### src/rtl/inst_cache_pkg.sv
// Shared types, constants and width helpers for the direct-mapped instruction cache.
package inst_cache_pkg;

    typedef enum logic [0:0] {
        LOOKUP = 1'b0,
        REFILL = 1'b1
    } state_e;

    localparam logic [31:0] NOP = 32'h0000_0013;

    localparam int unsigned ADDR_W             = 32;
    localparam int unsigned DEF_LINES          = 16;
    localparam int unsigned DEF_WORDS_PER_LINE = 4;

    function automatic int unsigned index_w(input int unsigned lines);
        return $clog2(lines);
    endfunction

    function automatic int unsigned word_w(input int unsigned words_per_line);
        return $clog2(words_per_line);
    endfunction

    // Everything above the line offset and index is tag.
    function automatic int unsigned tag_w(input int unsigned lines, input int unsigned words_per_line);
        return ADDR_W - 2 - index_w(lines) - word_w(words_per_line);
    endfunction

endpackage

### src/rtl/inst_cache_responder_if.sv
// Fetch port plus refill bus of the instruction cache, bundled for the responder and its driver.
interface inst_cache_responder_if;

    logic [31:0] MEM_ADDR1;
    logic        MEM_READ1;
    logic        MEM_INV;
    logic [31:0] MEM_DOUT1;
    logic        MEM_BUSY1;
    logic        REFILL_REQ;
    logic [31:0] REFILL_ADDR;
    logic        REFILL_RVALID;
    logic [31:0] REFILL_RDATA;

    // Fetch stage and backing memory side.
    modport master (
        output MEM_ADDR1, MEM_READ1, MEM_INV, REFILL_RVALID, REFILL_RDATA,
        input  MEM_DOUT1, MEM_BUSY1, REFILL_REQ, REFILL_ADDR
    );

    // Cache side.
    modport slave (
        input  MEM_ADDR1, MEM_READ1, MEM_INV, REFILL_RVALID, REFILL_RDATA,
        output MEM_DOUT1, MEM_BUSY1, REFILL_REQ, REFILL_ADDR
    );

endinterface

### src/rtl/icache_line_store.sv
// Tag/valid/data storage of the instruction cache: async read, sync word and tag writes.
module icache_line_store
    import inst_cache_pkg::*;
#(
    parameter int unsigned LINES          = DEF_LINES,
    parameter int unsigned WORDS_PER_LINE = DEF_WORDS_PER_LINE
) (
    input  logic                                     clk,
    input  logic                                     rst_n,
    input  logic [index_w(LINES)-1:0]                index,
    input  logic [word_w(WORDS_PER_LINE)-1:0]        rd_word,
    output logic [31:0]                              rd_data,
    output logic [tag_w(LINES, WORDS_PER_LINE)-1:0]  rd_tag,
    output logic                                     rd_valid,
    input  logic                                     word_we,
    input  logic [word_w(WORDS_PER_LINE)-1:0]        wr_word,
    input  logic [31:0]                              wr_data,
    input  logic                                     tag_we,
    input  logic [tag_w(LINES, WORDS_PER_LINE)-1:0]  wr_tag,
    input  logic                                     wr_valid,
    input  logic                                     clear_all
);

    localparam int unsigned TAG_W = tag_w(LINES, WORDS_PER_LINE);

    logic [31:0]      data_q [LINES*WORDS_PER_LINE];
    logic [TAG_W-1:0] tag_q  [LINES];
    logic [LINES-1:0] valid_q;

    assign rd_data  = data_q[{index, rd_word}];
    assign rd_tag   = tag_q[index];
    assign rd_valid = valid_q[index];

    // Data and tag arrays carry no reset; only the valid bits define cache contents.
    always_ff @(posedge clk) begin
        if (word_we) begin
            data_q[{index, wr_word}] <= wr_data;
        end
        if (tag_we) begin
            tag_q[index] <= wr_tag;
        end
    end

    // A global clear outranks a simultaneous line fill.
    always_ff @(posedge clk or negedge rst_n) begin
        if (!rst_n) begin
            valid_q <= '0;
        end else if (clear_all) begin
            valid_q <= '0;
        end else if (tag_we) begin
            valid_q[index] <= wr_valid;
        end
    end

endmodule

### src/rtl/inst_cache_responder.sv
// Direct-mapped instruction cache answering the fetch port; misses refill a full line over a beat bus.
module inst_cache_responder
    import inst_cache_pkg::*;
#(
    parameter int unsigned LINES          = DEF_LINES,
    parameter int unsigned WORDS_PER_LINE = DEF_WORDS_PER_LINE
) (
    input logic                   CLK,
    input logic                   EXT_RESET_N,
    inst_cache_responder_if.slave bus
);

    localparam int unsigned INDEX_W  = index_w(LINES);
    localparam int unsigned WORD_W   = word_w(WORDS_PER_LINE);
    localparam int unsigned TAG_W    = tag_w(LINES, WORDS_PER_LINE);
    localparam int unsigned OFFSET_W = WORD_W + 2;

    state_e             state, state_d;
    logic               req_valid;
    logic [31:2]        req_addr;
    logic [WORD_W-1:0]  beat_cnt, beat_d;
    logic               refill_req, refill_req_d;
    logic [31:0]        refill_addr, refill_addr_d;
    logic               inv_pending, inv_pending_d;
    logic [31:0]        hold, hold_d;

    logic               busy_c;
    logic [31:0]        dout_c;
    logic               word_we_c;
    logic               tag_we_c;
    logic               wr_valid_c;
    logic               hit_c;

    logic [INDEX_W-1:0] req_index;
    logic [WORD_W-1:0]  req_word;
    logic [TAG_W-1:0]   req_tag;
    logic [31:0]        rd_data;
    logic [TAG_W-1:0]   rd_tag;
    logic               rd_valid;

    // Byte-offset bits of the fetch address are deliberately dropped.
    logic unused_byte_offset;
    assign unused_byte_offset = ^bus.MEM_ADDR1[1:0];

    assign req_word  = req_addr[OFFSET_W-1:2];
    assign req_index = req_addr[OFFSET_W+INDEX_W-1:OFFSET_W];
    assign req_tag   = req_addr[31:OFFSET_W+INDEX_W];
    assign hit_c     = rd_valid && (rd_tag == req_tag);

    icache_line_store #(
        .LINES          (LINES),
        .WORDS_PER_LINE (WORDS_PER_LINE)
    ) u_store (
        .clk       (CLK),
        .rst_n     (EXT_RESET_N),
        .index     (req_index),
        .rd_word   (req_word),
        .rd_data   (rd_data),
        .rd_tag    (rd_tag),
        .rd_valid  (rd_valid),
        .word_we   (word_we_c),
        .wr_word   (beat_cnt),
        .wr_data   (bus.REFILL_RDATA),
        .tag_we    (tag_we_c),
        .wr_tag    (req_tag),
        .wr_valid  (wr_valid_c),
        .clear_all (bus.MEM_INV)
    );

    // Request register: frozen while a miss is outstanding.
    always_ff @(posedge CLK or negedge EXT_RESET_N) begin
        if (!EXT_RESET_N) begin
            req_valid <= 1'b0;
            req_addr  <= '0;
        end else if (!busy_c) begin
            req_valid <= bus.MEM_READ1;
            if (bus.MEM_READ1) begin
                req_addr <= bus.MEM_ADDR1[31:2];
            end
        end
    end

    always_ff @(posedge CLK or negedge EXT_RESET_N) begin
        if (!EXT_RESET_N) begin
            state       <= LOOKUP;
            beat_cnt    <= '0;
            refill_req  <= 1'b0;
            refill_addr <= '0;
            inv_pending <= 1'b0;
            hold        <= NOP;
        end else begin
            state       <= state_d;
            beat_cnt    <= beat_d;
            refill_req  <= refill_req_d;
            refill_addr <= refill_addr_d;
            inv_pending <= inv_pending_d;
            hold        <= hold_d;
        end
    end

    always_comb begin
        state_d       = state;
        beat_d        = beat_cnt;
        refill_req_d  = refill_req;
        refill_addr_d = refill_addr;
        inv_pending_d = inv_pending;
        hold_d        = hold;
        busy_c        = 1'b0;
        dout_c        = hold;
        word_we_c     = 1'b0;
        tag_we_c      = 1'b0;
        wr_valid_c    = 1'b0;

        case (state)
            LOOKUP: begin
                if (req_valid) begin
                    if (hit_c) begin
                        dout_c = rd_data;
                        hold_d = rd_data;
                    end else begin
                        busy_c        = 1'b1;
                        state_d       = REFILL;
                        refill_req_d  = 1'b1;
                        refill_addr_d = {req_addr[31:OFFSET_W], OFFSET_W'(0)};
                        beat_d        = '0;
                        inv_pending_d = 1'b0;
                    end
                end
            end
            REFILL: begin
                busy_c        = 1'b1;
                dout_c        = NOP;
                inv_pending_d = inv_pending || bus.MEM_INV;
                if (refill_req && bus.REFILL_RVALID) begin
                    word_we_c = 1'b1;
                    beat_d    = beat_cnt + WORD_W'(1);
                    // Last beat: commit the tag; an invalidate seen during the fill leaves the line invalid.
                    if (beat_cnt == WORD_W'(WORDS_PER_LINE - 1)) begin
                        tag_we_c     = 1'b1;
                        wr_valid_c   = !(inv_pending || bus.MEM_INV);
                        state_d      = LOOKUP;
                        refill_req_d = 1'b0;
                        beat_d       = '0;
                    end
                end
            end
            default: begin
                state_d = LOOKUP;
            end
        endcase
    end

    assign bus.MEM_DOUT1   = dout_c;
    assign bus.MEM_BUSY1   = busy_c;
    assign bus.REFILL_REQ  = refill_req;
    assign bus.REFILL_ADDR = refill_addr;

endmodule
### src/flat_wrapper.sv
// flat-port wrapper written by rule: the top's interface ports become plain ports
module inst_cache_responder_flat import inst_cache_pkg::*;
#(
    parameter int unsigned LINES          = DEF_LINES,
    parameter int unsigned WORDS_PER_LINE = DEF_WORDS_PER_LINE
)
  (CLK, EXT_RESET_N, bus_MEM_ADDR1, bus_MEM_READ1, bus_MEM_INV, bus_REFILL_RVALID, bus_REFILL_RDATA, bus_MEM_DOUT1, bus_MEM_BUSY1, bus_REFILL_REQ, bus_REFILL_ADDR);
  inst_cache_responder_if bus_i ();
  input logic CLK;
  input logic EXT_RESET_N;
  input wire logic [$bits(bus_i.MEM_ADDR1)-1:0] bus_MEM_ADDR1;
  input wire logic [$bits(bus_i.MEM_READ1)-1:0] bus_MEM_READ1;
  input wire logic [$bits(bus_i.MEM_INV)-1:0] bus_MEM_INV;
  input wire logic [$bits(bus_i.REFILL_RVALID)-1:0] bus_REFILL_RVALID;
  input wire logic [$bits(bus_i.REFILL_RDATA)-1:0] bus_REFILL_RDATA;
  output wire logic [$bits(bus_i.MEM_DOUT1)-1:0] bus_MEM_DOUT1;
  output wire logic [$bits(bus_i.MEM_BUSY1)-1:0] bus_MEM_BUSY1;
  output wire logic [$bits(bus_i.REFILL_REQ)-1:0] bus_REFILL_REQ;
  output wire logic [$bits(bus_i.REFILL_ADDR)-1:0] bus_REFILL_ADDR;
  assign bus_i.MEM_ADDR1 = bus_MEM_ADDR1;
  assign bus_i.MEM_READ1 = bus_MEM_READ1;
  assign bus_i.MEM_INV = bus_MEM_INV;
  assign bus_i.REFILL_RVALID = bus_REFILL_RVALID;
  assign bus_i.REFILL_RDATA = bus_REFILL_RDATA;
  assign bus_MEM_DOUT1 = bus_i.MEM_DOUT1;
  assign bus_MEM_BUSY1 = bus_i.MEM_BUSY1;
  assign bus_REFILL_REQ = bus_i.REFILL_REQ;
  assign bus_REFILL_ADDR = bus_i.REFILL_ADDR;
  inst_cache_responder #(.LINES(LINES), .WORDS_PER_LINE(WORDS_PER_LINE)) u_core (.CLK(CLK), .EXT_RESET_N(EXT_RESET_N), .bus(bus_i));
endmodule
### config.mk
export PLATFORM = sky130hd
export DESIGN_NAME = inst_cache_responder_flat
export DESIGN_NICKNAME = d
export VERILOG_FILES = /design/src/rtl/inst_cache_pkg.sv /design/src/rtl/inst_cache_responder_if.sv /design/src/rtl/icache_line_store.sv /design/src/rtl/inst_cache_responder.sv /design/src/flat_wrapper.sv
export SDC_FILE = /design/constraint.sdc
export NUM_CORES = 2
export LEC_CHECK = 0
export ABC_AREA = 1
export BUFFER_PORTS_ARGS = -buffer_cell sky130_fd_sc_hd__buf_4
export CAP_MARGIN = 20
export CORE_ASPECT_RATIO = 1.75
export CORE_UTILIZATION = 63
export DETAILED_ROUTE_END_ITERATION = 6
export HOLD_SLACK_MARGIN = 0.08
export PLACE_DENSITY = 0.78
export SLEW_MARGIN = 40
export SYNTH_ARGS = -nofsm -noshare
export SYNTH_HDL_FRONTEND = slang
export SYNTH_SLANG_ARGS = --single-unit
### constraint.sdc
create_clock -name CLK -period 4.75 [get_ports CLK]
set_input_delay 0.475 -clock CLK [delete_from_list [all_inputs] [get_ports CLK]]
set_output_delay 0.475 -clock CLK [all_outputs]
set_load 0.05 [all_outputs]
Word-level counts from Yosys, hierarchy flattened
Memory sizes are Yosys's and may differ from the RTL's. Index checks and enable logic that the tools add are counted.

Bitwise gates (word level): 3. Reduce and logical (&&, ||, !) cells: 11. Add/subtract/negate cells: 1. Multiplexer cells: 41. Magnitude comparators: 2. Equal/unequal tests: 6.

Operator list (count): 2-to-1 mux 32 bit (2); one-hot mux 32 bit (2 select lines) (1); 2-to-1 mux 16 bit (2); equality test 24 bit (1); 2-to-1 mux 1 bit (24); bitwise mux 16 bit (1); 2-to-1 mux 2 bit (4); one-hot mux 1 bit (2 select lines) (4); inequality test 2 bit, second input constant (3); AND reduction 3 bit (2); < comparator 4 x 5 -> 1 bit, second input constant (1); binary-select mux 1 bit (select 4 bit) (1); demux 1 bit (select 4 bit) (1); greater-or-equal comparator 4 x 1 -> 1 bit, second input constant (1); one-hot mux 2 bit (2 select lines) (1); AND reduction 2 bit (2); AND reduction 4 bit (1); logical AND 1 bit (3); NOT 1 bit (3); adder 2 x 1 -> 2 bit, second input constant (1); equality test 2 bit, second input constant (1); inequality test 2 x 1 -> 1 bit, second input constant (1); nonzero test 2 bit (1); zero test 1 bit (1); logical OR 1 bit (1).

Input port bits: 69. RAM bits: 2432. Output and inout bits: 66. Logic and storage cells: 75. Register bits after elaboration: 112. Memories: 2.

Memories: u_core.u_store.data_q (depth 64, bits a word 32, rd ports 1, clocked after memory_dff 0, write ports 1, RTL line icache_line_store.sv:26) `logic [31:0] data_q [LINES*WORDS_PER_LINE];`; u_core.u_store.tag_q (depth 16, bits a word 24, rd ports 1, clocked after memory_dff 0, write ports 1, RTL line icache_line_store.sv:27) `logic [TAG_W-1:0] tag_q [LINES];`.

Longest topological paths before layout
Word-level depth: 8. Gate-level depth with buffers: 23. Mapped depth without buffers: 20.

By module
From an unflattened synthesis, not the netlist that was laid out.

Cell total of the unflattened synthesis: 10669. Area total of the unflattened synthesis: 109231.0 um2.

By module, submodules not included: icache_line_store (area each 104049.8 um2, sequential area each 73430.4 um2, times used 1, cells each 9914); inst_cache_responder (area each 5181.2 um2, sequential area each 2406.1 um2, times used 1, cells each 755).

Worst setup path before layout
Ideal clock, no wire load.

Path type: reg-to-reg. Start point: register u_core.req_addr[7] (netlist bit). End point: register u_core.u_store.valid_q[1]. Required time: 4.629 ns. Clock period less this slack: 4.326 ns. Buffers on the path: 2. Arrival time: 4.205 ns. Setup slack: 0.424 ns. Setup time: 0.121 ns. Cell stages (with the launch flop): 8. Path through: dfrtp_1 buf_2 nor2_1 clkbuf_1 clkinv_1 nor4_1 o21ai_0 o211a_1.

Longest elaborated chain between the ends: 7. Elaborated cells between the ends (all ways): 8. Those cells by class: order compare (2); mux (5); reduce/logical (1).

RTL lines: start: declaration (RTL line inst_cache_responder.sv:20) `logic [31:2] req_addr;`; start signal: assignment (RTL line inst_cache_responder.sv:78) `req_addr <= bus.MEM_ADDR1[31:2];`; < comparator 4 x 5 -> 1 bit (not written as such) or greater-or-equal comparator 4 x 1 -> 1 bit (tied branches) (RTL line icache_line_store.sv:51) `valid_q[index] <= wr_valid;`; logical AND 1 bit (not written as such) (RTL line icache_line_store.sv:51); 2-to-1 mux 1 bit (not written as such) (RTL line icache_line_store.sv:51); demux 1 bit (select 4 bit) (*) (RTL line icache_line_store.sv:51); bitwise mux 16 bit (*) (RTL line icache_line_store.sv:51); 2-to-1 mux 16 bit (*) (RTL line icache_line_store.sv:50) `end else if (tag_we) begin`; 2-to-1 mux 16 bit (*) (RTL line icache_line_store.sv:48) `end else if (clear_all) begin`; end signal: indexed assignment (RTL line icache_line_store.sv:51); end: declaration (RTL line icache_line_store.sv:28) `logic [LINES-1:0] valid_q;`.

Mark *: on every way between the ends. The rest lies on a longest branch, timed or not. The select of a mux whose other input is x is not followed. A chain may end at the register's enable or synchronous reset.

Worst setup path after layout
Start point: register u_core.req_addr[2] (netlist bit). End point: output port bus_MEM_DOUT1[9].

Longest elaborated chain between the ends: 4.

RTL lines: memory (64 x 32 bit); 2-to-1 mux 32 bit; 2-to-1 mux 32 bit (RTL line inst_cache_responder.sv:116) `if (req_valid) begin`; one-hot mux 32 bit (2 select lines) (RTL line inst_cache_responder.sv:114) `case (state)`; end: declaration (RTL line flat_wrapper.sv:16) `output wire logic [$bits(bus_i.MEM_DOUT1)-1:0] bus_MEM_DOUT1;`.

Every way passes these cells.

==> results.cfg <==
[outcome]
status = complete, but fails checks
violations = design-rule violations, negative setup slack

[clocking]
numCtsBuffers = 212
clockRootBuffer = clkbuf_16
cts_tree = yes
clkSinkCount = 2544
clock_path_buffers = 4
clk_pin_slew_worst_paths_ns = 0.07
cts.htree.levels = 4
clk_latency_ns = 0.86

[setup_path]
cpPeakStageDelay_ns = 0.56
crit_family = buffers and inverters
crit_top_cell = buf_4
critPathKind = reg -> out
crit_start = u_core.req_addr[2]$_DFFE_PN0P_
slowest_stage = dfrtp_4
r2r_start = u_core.req_addr[4]$_DFFE_PN0P_
startpoint_type = flop
critPathBufInv = 5
required_ns = 4.28
cp-end-kind = output port
crit_fanout = 115
arrival_ns = 4.32
crit_path_cell_trace = buf_4, buf_12, buf_4, o21ai_0, o22ai_1, a22o_1, o21ai_0, nand3_1, nor2_1, nand4_1, nand3_1, inv_1, buf_4

[synthesis]
ys_warn_count = 0
synthArstFlopShare = 0.0440
synth-seq-area-share = 0.753
synth.top_cells.by_area = edfxtp_1 73%, nand2_1 6.3%, o21ai_0 5.8%, nor2_1 4.9%, dfrtp_1 2.7%
synth_cells = 8188
avgSynthCellArea_um2 = 12.3
yosysTopAreaCellShare = 0.726
ys.flop_type = edfxtp_1
synth_edf_count = 2432
netlist_area_um2 = 101000
synth_cell_types = 45
yosys.area.top_type = edfxtp_1
ys_ff_latch = 2544

[timing]
report.final.slew_viol_count = 0
finalHoldViolCount = 0
worst_slew_pin_slew_ns = 0.869
period_minus_slack_ns = 4.80
worst_slack_ns = -0.0482
rsz0062_at_grt = true
setup-violations-final = 2
period_share = 1.01
skew_ns = 0.0383
fmax_mhz = 208
max-slew-margin-rel = 0.420

[drt]
vias = 69203
vias_per_cell = 6.54
drt.antenna.violating_nets = 0
drt_drc_violations_left = 9
drtIter0Drc = 10300
routed_wl_mm = 286
dr.pass1.iters = 7
wl_per_cell_um = 27.0

[global_route]
grt_pass1_vias = 67580
grt_max_degree = 154
met2_usage = 0.592
antenna_found_initial = 12
track_usage = 0.348
grt.overflow.total = 0
grt_pass1_wl_mm = 414
use_met1 = 0.395
grtUsageMet3 = 0.0601
busiest_layer = met2

[final_layout]
layout_common_cells = 2432 x edfxtp_1, 1691 x nand2_1, 1241 x nor2_1, 1161 x o21ai_0, 431 x o22ai_1
area_delta_synth_final_pct = 12.7
fin_nets = 8427
drive_gt1_frac = 0.101
stdcell_area_um2 = 113000
nFillCells = 9693
instances_no_fill = 10574
final_common_cell = edfxtp_1
final_core_util = 0.716

[min_path]
hp-start = bus_MEM_READ1
min_path_type = in -> reg

[power]
peakVddDrop_mv = 0.343
p_leak_nw = 40.8
power_density_nw_per_um2 = 392

[flow_run]
cap_violations = 0

[placement]
pre_cts_ws_ns = 0.412
postPlaceCellArea_um2 = 106000
hpwl_mm = 164
place_congestion = 0.912
dp_cells = 10119
port_buffers = 128

[floorplanning]
die_y_um = 531
io-pin-count = 135
coreArea_um2 = 158000
die_w_um = 304
die_area_um2 = 161000
rows = 193
initial_utilization = 0.635
==> repair_timing <==
| action | CTS | global route |
|---|---|---|
| hold buffers | 51 | 0 |
| buffers inserted | 10 | 4 |
| gates cloned | 3 | 3 |
| resized for setup | 25 | 37 |
| endpoints found under the hold margin | 98 | 0 |
| pin swaps | 2 | 3 |
| setup endpoints to repair | 33 | 32 |
==> area by class of cell <==
cell class,count,area (um2),share of cell area
Sequential cell,2544,75900,0.669
Timing Repair Buffer,465,4560,0.0402
Multi-Input combinational cell,5006,23000,0.203
Clock inverter,128,1340,0.0118
Timing Repair inverter,2,20.0,0.000176
Inverter,126,566,0.00498
Antenna cell,3,7.51,0.0000662
Clock buffer,253,5570,0.0491
Tap cell,2047,2560,0.0226
==> state kept, by name, indices dropped and copies added (netlist names) <==
signal,flops
u_core.u_store.data_q,2048
u_core.u_store.tag_q,384
u_core.hold,32
u_core.req_addr,30
u_core.bus.REFILL_ADDR,28
u_core.u_store.valid_q,16
u_core.beat_cnt,2
u_core.bus.REFILL_REQ,1
u_core.inv_pending,1
u_core.req_valid,1
u_core.state,1
==> worst min-delay path, stage by stage <==
cell and delay, ns:
buf_4 0.22, nand4_1 0.17, nand2_1 0.06
==> through the flow <==
step	power, W	setup TNS (ns)	hold slack [ns]
after floorplan	0.0262	0	0.179
after global placement	0.0271	0	0.463
after detailed placement	0.0272	0	0.466
after CTS	0.0444	-0.00720	0.0880
after global routing	0.0454	-0.0396	0.148
final	0.0444	-0.0712	0.140
==> worst paths after layout <==
path                                                     endpoint  slack [ns]  cells past startpoint
max                                              bus_MEM_DOUT1[9]       -0.05                     13
min                                u_core.req_addr[4]$_DFFE_PN0P_        0.14                      3
max in group asynchronous          u_core.req_addr[7]$_DFFE_PN0P_        3.33                      3
max reg2reg                       u_core.req_addr[14]$_DFFE_PN0P_        0.50                     18
min in group asynchronous  u_core.bus.REFILL_ADDR[11]$_DFFE_PN0P_        0.20                      2
min reg2reg                           u_core.hold[28]$_DFFE_PN0N_        0.49                      2
==> power by group <==
group / internal, W / switching (W) / leakage (nW)
sequential: 0.0248 / 0.000121 / 24.3
combinational: 0.000459 / 0.00147 / 13.1
clock: 0.00986 / 0.00775 / 3.36
==> layer usage <==
| metal | wire length (um) | part of all wire |
|---|---|---|
| met2 | 142000 | 0.50 |
| met3 | 31000 | 0.11 |
| met5 | 94 | 0.00033 |
| met1 | 88800 | 0.31 |
| met4 | 23700 | 0.083 |
==> logic make-up after synthesis <==
group	count (synthesis)	share of synthesized area
buf+inv	641	0.0252
simple gates	3290	0.128
fa+ha+maj	1	0.000124
other cells	1	0.0000373
compound gates	1711	0.0930
flops	2544	0.753
==> Yosys cell counts, types with 3 or more instances <==
library cell  instances
clkbuf_1            408
o21ai_1              12
nand3_2               3
nor4_1                3
o22ai_1             431
nand2_2               3
nand3_1             121
a211oi_1              8
o21bai_1              5
inv_2                 5
nor3b_1               4
a31oi_1               8
a22o_1               34
buf_1                33
o2bb2ai_1             4
inv_1               114
o21ai_0            1165
buf_2                63
buf_4                 9
dfrtp_1             109
nor3_1               21
dfstp_2               3
a21oi_1              19
nand2_1            1691
o211ai_1              5
nand3b_1              3
clkinv_1              6
or2_2                 3
nor2_4                4
nor2_1             1325
edfxtp_1           2432
a21o_1                3
nand4_1             105
a22oi_1              11
(Power assumes the default switching activity.)
